--- src/rtl/multdiv_sequencer.sv ---
`default_nettype none
`timescale 1ns/1ps
// ============================================================================
// Module   : multdiv_sequencer
// Purpose  : 32-bit signed sequential multiplier / divider. One shift-add or
//            restoring-divide iteration per clock, 32 iterations, then a
//            one-cycle result strobe.
// Revision : 1.0 - initial release
// ============================================================================
module multdiv_sequencer (
  input  logic        clock,
  input  logic        ctrl_reset_n,
  input  logic        ctrl_MULT,
  input  logic        ctrl_DIV,
  input  logic [31:0] data_operandA,
  input  logic [31:0] data_operandB,
  output logic [31:0] data_result,
  output logic        data_exception,
  output logic        data_resultRDY
);

  typedef enum logic [1:0] {
    IDLE = 2'd0,
    RUN  = 2'd1,
    DONE = 2'd2
  } state_t;

  state_t      state;
  state_t      state_nxt;

  logic        start;
  logic [4:0]  count;
  logic        is_mult;
  logic        neg;
  logic        div_zero;
  logic        div_ovf;
  // Multiplicand (multiply) or divisor magnitude (divide).
  logic [31:0] opnd;
  // Multiply: {partial product high, multiplier shifting out}.
  // Divide:   {partial remainder, dividend shifting out / quotient in}.
  logic [63:0] acc;

  logic [31:0] mag_a;
  logic [31:0] mag_b;
  logic [32:0] mul_sum;
  logic [32:0] div_shift;
  logic        div_ge;
  logic [31:0] div_diff;
  logic [63:0] prod_s;
  logic [31:0] quot_s;
  logic [31:0] fin_result;
  logic        fin_exc;

  assign start = ctrl_MULT | ctrl_DIV;

  // 0x80000000 negates to itself, which read as unsigned is exactly 2^31.
  assign mag_a = data_operandA[31] ? (32'd0 - data_operandA) : data_operandA;
  assign mag_b = data_operandB[31] ? (32'd0 - data_operandB) : data_operandB;

  // Single iteration datapaths for both operations share the acc register.
  assign mul_sum   = {1'b0, acc[63:32]} + (acc[0] ? {1'b0, opnd} : 33'd0);
  assign div_shift = {acc[63:32], acc[31]};
  assign div_ge    = (div_shift >= {1'b0, opnd});
  // When div_ge holds the true difference is below the divisor, so 32 bits suffice.
  assign div_diff  = div_shift[31:0] - opnd;

  // Final sign correction and exception detection for the finished operation.
  always_comb begin
    prod_s     = neg ? (64'd0 - acc) : acc;
    quot_s     = neg ? (32'd0 - acc[31:0]) : acc[31:0];
    fin_result = 32'd0;
    fin_exc    = 1'b0;
    if (is_mult) begin
      fin_result = prod_s[31:0];
      fin_exc    = (prod_s[63:32] != {32{prod_s[31]}});
    end else if (div_zero) begin
      fin_result = 32'd0;
      fin_exc    = 1'b1;
    end else begin
      fin_result = quot_s;
      fin_exc    = div_ovf;
    end
  end

  // State register.
  always_ff @(posedge clock or negedge ctrl_reset_n) begin
    if (!ctrl_reset_n) begin
      state <= IDLE;
    end else begin
      state <= state_nxt;
    end
  end

  // Next-state logic; a start restarts the sequence from any state.
  always_comb begin
    state_nxt = state;
    case (state)
      IDLE:    state_nxt = IDLE;
      RUN:     if (count == 5'd31) state_nxt = DONE;
      DONE:    state_nxt = IDLE;
      default: state_nxt = IDLE;
    endcase
    if (start) begin
      state_nxt = RUN;
    end
  end

  // Operand capture, iteration datapath and registered outputs.
  always_ff @(posedge clock or negedge ctrl_reset_n) begin
    if (!ctrl_reset_n) begin
      count          <= 5'd0;
      is_mult        <= 1'b0;
      neg            <= 1'b0;
      div_zero       <= 1'b0;
      div_ovf        <= 1'b0;
      opnd           <= 32'd0;
      acc            <= 64'd0;
      data_result    <= 32'd0;
      data_exception <= 1'b0;
      data_resultRDY <= 1'b0;
    end else begin
      data_resultRDY <= 1'b0;
      if (start) begin
        count    <= 5'd0;
        is_mult  <= ctrl_MULT;
        neg      <= data_operandA[31] ^ data_operandB[31];
        div_zero <= (data_operandB == 32'd0);
        div_ovf  <= (data_operandA == 32'h8000_0000) && (data_operandB == 32'hFFFF_FFFF);
        opnd     <= ctrl_MULT ? mag_a : mag_b;
        acc      <= {32'd0, (ctrl_MULT ? mag_b : mag_a)};
      end else if (state == RUN) begin
        count <= count + 5'd1;
        if (is_mult) begin
          acc <= {mul_sum, acc[31:1]};
        end else begin
          acc <= {(div_ge ? div_diff : div_shift[31:0]), acc[30:0], div_ge};
        end
      end else if (state == DONE) begin
        data_result    <= fin_result;
        data_exception <= fin_exc;
        data_resultRDY <= 1'b1;
      end
    end
  end

endmodule
`default_nettype wire

--- config.mk ---
export PLATFORM = sky130hd
export DESIGN_NAME = multdiv_sequencer
export DESIGN_NICKNAME = d
export VERILOG_FILES = /design/src/rtl/multdiv_sequencer.sv
export SDC_FILE = /design/constraint.sdc
export NUM_CORES = 1
export LEC_CHECK = 0
export CAP_MARGIN = 10
export CORE_MARGIN = 2
export CORE_UTILIZATION = 30
export DETAILED_ROUTE_END_ITERATION = 6
export GPL_ROUTABILITY_DRIVEN = 0
export SYNTH_ARGS = -nofsm -noshare
export SYNTH_HDL_FRONTEND = slang
export SYNTH_SLANG_ARGS = --single-unit
--- constraint.sdc ---
create_clock -name clock -period 4.55 [get_ports clock]
set_input_delay 0.455 -clock clock [delete_from_list [all_inputs] [get_ports clock]]
set_output_delay 0.455 -clock clock [all_outputs]
set_load 0.005 [all_outputs]
==> Word level (Yosys, flattened, before mapping) <==
Index checks and enable logic that the tools add are counted.
{ "classes": {"add_sub_neg": 7, "magnitude_cmp": 1, "eq_ne": 7, "n_mux": 23, "bitwise_logic": 4, "n_reduce_logical": 4} }
{ "ops": {"columns": ["op", "count"], "rows": [
  ["two-way mux 32 bit", 9],
  ["two-way mux 64 bit", 4],
  ["subtractor 1 x 32 -> 32 bit, first input constant", 3],
  ["equality test 32 bit, second input constant", 2],
  ["subtractor 1 x 64 -> 64 bit, first input constant", 1],
  ["adder 32 x 32 -> 33 bit", 1],
  ["greater-or-equal comparator 33 x 32 -> 1 bit", 1],
  ["zero test 32 bit", 1],
  ["inequality test 32 bit", 1],
  ["subtractor 32 bit", 1],
  ["two-way mux 5 bit", 2],
  ["two-way mux 2 bit", 3],
  ["adder 5 x 1 -> 5 bit, second input constant", 1],
  ["equality test 5 bit, second input constant", 1],
  ["two-way mux 1 bit", 5],
  ["inequality test 3 bit, second input constant", 1],
  ["AND reduction 3 bit", 1],
  ["equality test 2 x 1 -> 1 bit, second input constant", 1],
  ["equality test 2 bit, second input constant", 1],
  ["NOT 1 bit", 2],
  ["nonzero test 2 bit", 1],
  ["logical AND 1 bit", 1],
  ["OR 1 bit", 1],
  ["bitwise XOR 1 bit", 1]
]} }
{ "totals": {"reg_bits": 141, "input_bits": 68, "out_inout_bits": 34, "elab_cells": 57} }

==> Logic depth before layout (Yosys ltp) <==
{ "depth": {"depth_word": 5, "mapped_depth": 14} }

==> Worst setup path after synthesis <==
OpenSTA, ideal clock, no wires.
{ "synth_timing": {"path_type": "register to register", "start": "register acc[0]", "end": "register data_exception", "setup_ps": 137, "t_arrival_ps": 3329, "path_slack_ps": 1084, "path_stages_with_launch": 14, "path_buffers": 2, "cell_sequence": "dfrtp_1 > clkinv_1 > clkbuf_1 > ha_1 > nor4b_1 > and4_1 > nand4_1 > buf_2 > o31ai_1 > xor2_1 > nand2_1 > a2111o_1 > a2111oi_1 > a21oi_1"} }
{ "synth_via": {"elab_chain_len": 4} }
{ "synth_lines": {"columns": ["element", "line_no", "source"], "rows": [
  ["start, declared", "41", "logic [63:0] acc;"],
  ["start signal, assigned", "130", "acc <= {32'd0, (ctrl_MULT ? mag_b : mag_a)};"],
  ["start signal, assigned", "134", "acc <= {mul_sum, acc[31:1]};"],
  ["start signal, assigned", "136", "acc <= {(div_ge ? div_diff : div_shift[31:0]), acc[30:0], div_ge};"],
  ["subtractor 1 x 64 -> 64 bit", "69", "prod_s = neg ? (64'd0 - acc) : acc;"],
  ["two-way mux 64 bit", "69", null],
  ["inequality test 32 bit", "75", "fin_exc = (prod_s[63:32] != {32{prod_s[31]}});"],
  ["two-way mux 1 bit", "73", "if (is_mult) begin"],
  ["end signal, assigned", "140", "data_exception <= fin_exc;"],
  ["end, declared", "18", "output logic data_exception,"]
]} }
No other way between the ends.
A chain may end at the register's enable or synchronous reset.

==> Worst setup path in the final report <==
{ "layout_timing": {"start": "register acc[0]", "end": "register acc[59]"} }
{ "layout_via": {"elab_chain_len": 5} }
{ "layout_lines": {"columns": ["element", "line_no", "source"], "rows": [
  ["two-way mux 32 bit", "61", "assign mul_sum = {1'b0, acc[63:32]} + (acc[0] ? {1'b0, opnd} : 33'd0);"],
  ["adder 32 x 32 -> 33 bit", "61", null],
  ["two-way mux 64 bit", "133", "if (is_mult) begin"],
  ["two-way mux 64 bit", "131", "end else if (state == RUN) begin"],
  ["two-way mux 64 bit", "123", "if (start) begin"]
]} }
No other way between the ends. The select of a mux whose other input is x is not followed.

==> flow_summary_export.csv <==
group,metric,value,unit
power_and_ir_drop,clockPowerShare,0.326,
synthesis,synth_ff_type,"dfrtp_1",
setup_path,slowest_delay,940,ps
synthesis,netlist_area,14000,µm²
timing,finalClockSkew,13.8,ps
synthesis,synth.distinct_cells,80,
setup_path,startpoint_type,"register",
route,dr_total_vias,14200,
power_and_ir_drop,p_sw,1.82,mW
power_and_ir_drop,seq_power_share,0.327,
synthesis,synth.avg_cell_area,7.73,µm²
global_route,grt_pass1_wl,77300,µm
floorplan,die-area,48300,µm²
timing,fmax,0.249,GHz
final_layout,area_growth_syn_to_layout,16.1,%
global_route,grt_max_degree,64,
floorplan,rows,79,
timing,fin_crit_sh,0.882,
setup_path,worst_ep_required_time,4870,ps
clock_network,cts_hold_buffers,0,
clock_network,cts_root_buf,"clkbuf_16",
power_and_ir_drop,combPwrFrac,0.347,
global_route,grt_util_all_layers,0.205,
floorplan,io_pins,102,
clock_network,h-tree-depth,4,
synthesis,synthArstFlopShare,1.00,
clock_network,post-cts-setup-buffers,0,
setup_path,critPathSlowestCell,"o311ai_0",
synthesis,synth_area_leaders,"dfrtp_1 25%, ha_1 6.3%, o21ai_0 5.9%",
min_path,min_path_type,"input pin to async pin",
timing,slew_viol_final,0,
clock_network,cts_tree,"built",
synthesis,synth_nets,1947,
setup_path,crit_buf_inv,1,
timing,hold_viol_final,2,
setup_path,critPathKind,"register to register",
floorplan,initial_core_util,0.302,
synthesis,yosys_warnings,0,
timing,tightest_slew,1150,ps
timing,period_needed,4020,ps
floorplan,coreArea,46300,µm²
timing,tns,0,ps
clock_network,clk_pin_slew,70,ps
outcome,outcome,"finished with violations",
power_and_ir_drop,p_sw_frac,0.387,
setup_path,crit_top_cell,"nor2_1",
power_and_ir_drop,ir_drop,0.186,mV
route,first_iter_violations,1414,
synthesis,netlist.area_leader.share,0.253,
setup_path,critical_path.top_delay_family,"compound AO/OA/AOI/OAI gates",
setup_path,cp_max_fo,14,
clock_network,cts_buffers,17,
synthesis,syn-instance-count,1807,
synthesis,synth_most_common_cell,"nand2_1",
route,drc,0,
timing,max_slew_margin,0.231,
clock_network,cts_max_path_buffers,2,
power_and_ir_drop,intPower,2.88,mW
setup_path,critPathArrivalTime,4330,ps
synthesis,synth_edf_count,0,
power_and_ir_drop,power_leakage,6.92,nW
final_layout,diodes,0,
clock_network,cts-resized-gates,0,
final_layout,utilization,0.351,
power_and_ir_drop,power.density,289,nW/µm²
place,dpl.hpwl,37600,µm
global_route,grt_pass1_vias,13500,
timing,setup_viol,0,
job,maxCapViolations,0,
outcome,violations,"hold timing",
synthesis,ys_ff_latch,141,
timing,rsz0062_at_grt,"no",
clock_network,insertion_delay,460,ps
floorplan,die-width,220,µm
final_layout,layout.nets,1985,
synthesis,yosysSeqAreaShare,0.253,
synthesis,synth_area_leader_cell,"dfrtp_1",
route,first_pass_iters,7,
route,wl_per_cell,19.9,µm
clock_network,cts_sinks,141,
place,port_buffers,101,
timing,holdWs,-7.05,ps
route,wl,49100,µm
route,ant_nets,0,
global_route,grt_overflow,0,
global_route,antenna_found_initial,1,
final_layout,drive_above_1_share,0.0587,
route,vias_per_cell,5.77,
setup_path,cp-end-kind,"register",
synthesis,synth_common_cells,"212 x nand2_1, 164 x o21ai_0, 141 x dfrtp_1, 136 x nor2_1, 117 x a21oi_1",
setup_path,worstPathCellList,"clkinv_1 > nor2_1 > ha_1 > and4_1 > nand3_1 > a21oi_1 > o2111a_1 > nor2_1 > o311ai_0 > a22oi_1 > a32oi_1 > o211ai_1",
floorplan,die_h,220,µm
## power by group through the flow
stage                     Combinational (mW)  Clock (mW)  Sequential, mW
after floorplan                         1.18           0            1.44
after global placement                  1.58           0            1.55
after detailed placement                1.59           0            1.55
after CTS                               1.60        1.55            1.53
after global routing                    1.79        1.60            1.55
final                                   1.63        1.53            1.54
## flip-flops by register name (all words and copies together), names as in the netlist, 2 cells and up
name and count:
acc 64, opnd 32, count 5, state 2, data_result 32
## cell families after synthesis
group           synth area share
compound gates             0.282
xor+xnor                  0.0978
fa+ha+maj                 0.0656
buf+inv                   0.0512
flops                      0.253
mux                       0.0369
simple gates               0.214
## per-layer routing
metal  routed length, µm  global-route usage  vias up
met5                   0                   0        -
met4                1680              0.0781        0
met3                3770              0.0435       70
met2               21600               0.318      535
met1               22100               0.278     6903
li1                    -                   -     6714
## worst reg2reg max path: stages (launching register included)
cell,delay [ps]
dfrtp_1,390
clkinv_1,420
nor2_1,280
ha_1,280
and4_1,270
nand3_1,100
a21oi_1,230
o2111a_1,270
nor2_1,90
o311ai_0,940
a22oi_1,230
a32oi_1,280
o211ai_1,110
## path summary, 6_finish.rpt
kind                              endpoint  depth (start not counted)       startpoint  slack, ps
setup / recovery                   acc[59]                         12           acc[0]        530
hold / removal                     acc[26]                          1     ctrl_reset_n         -7
setup reg to reg                   acc[59]                         12           acc[0]        530
hold reg to reg            data_result[16]                          2  data_result[16]        480
max in group asynchronous  data_result[24]                          2     ctrl_reset_n       3400
min in group clock                opnd[23]                          2        ctrl_MULT        310
## metrics by stage
| stage | worst slack (ps) | area [µm²] | instances | total power, mW |
|---|---|---|---|---|
| floorplan | 1080 | 14000 | 1807 | 2.61 |
| global placement | 415 | 15600 | 2432 | 3.12 |
| CTS | 546 | 16200 | 2464 | 4.68 |
| global route | 126 | 16200 | 2465 | 4.94 |
| finish | 535 | 16200 | 2465 | 4.70 |
| detailed placement | 378 | 15600 | 2432 | 3.15 |
## cell usage in the layout, fill, tap and decap left out, types with 44 or more instances in the layout
| cell type | n |
|---|---|
| clkdlybuf4s50_1 | 98 |
| o31ai_1 | 44 |
| dfrtp_1 | 139 |
| mux2i_1 | 47 |
| ha_1 | 70 |
| xnor2_1 | 66 |
| nand2_1 | 212 |
| inv_1 | 63 |
| xor2_1 | 90 |
| nor2_1 | 135 |
| o21ai_0 | 163 |
| a21oi_1 | 117 |
## area by class of cell
type                       count  area, µm²
fill                        4889      30000
timing repair buffer         140       1330
sequential                   141       3530
inverter                      66        248
tap                          607        759
clock inverter                13        180
multi-input combinational   1479       9740
clock buffer                  19        443
(Power assumes the default switching activity.)
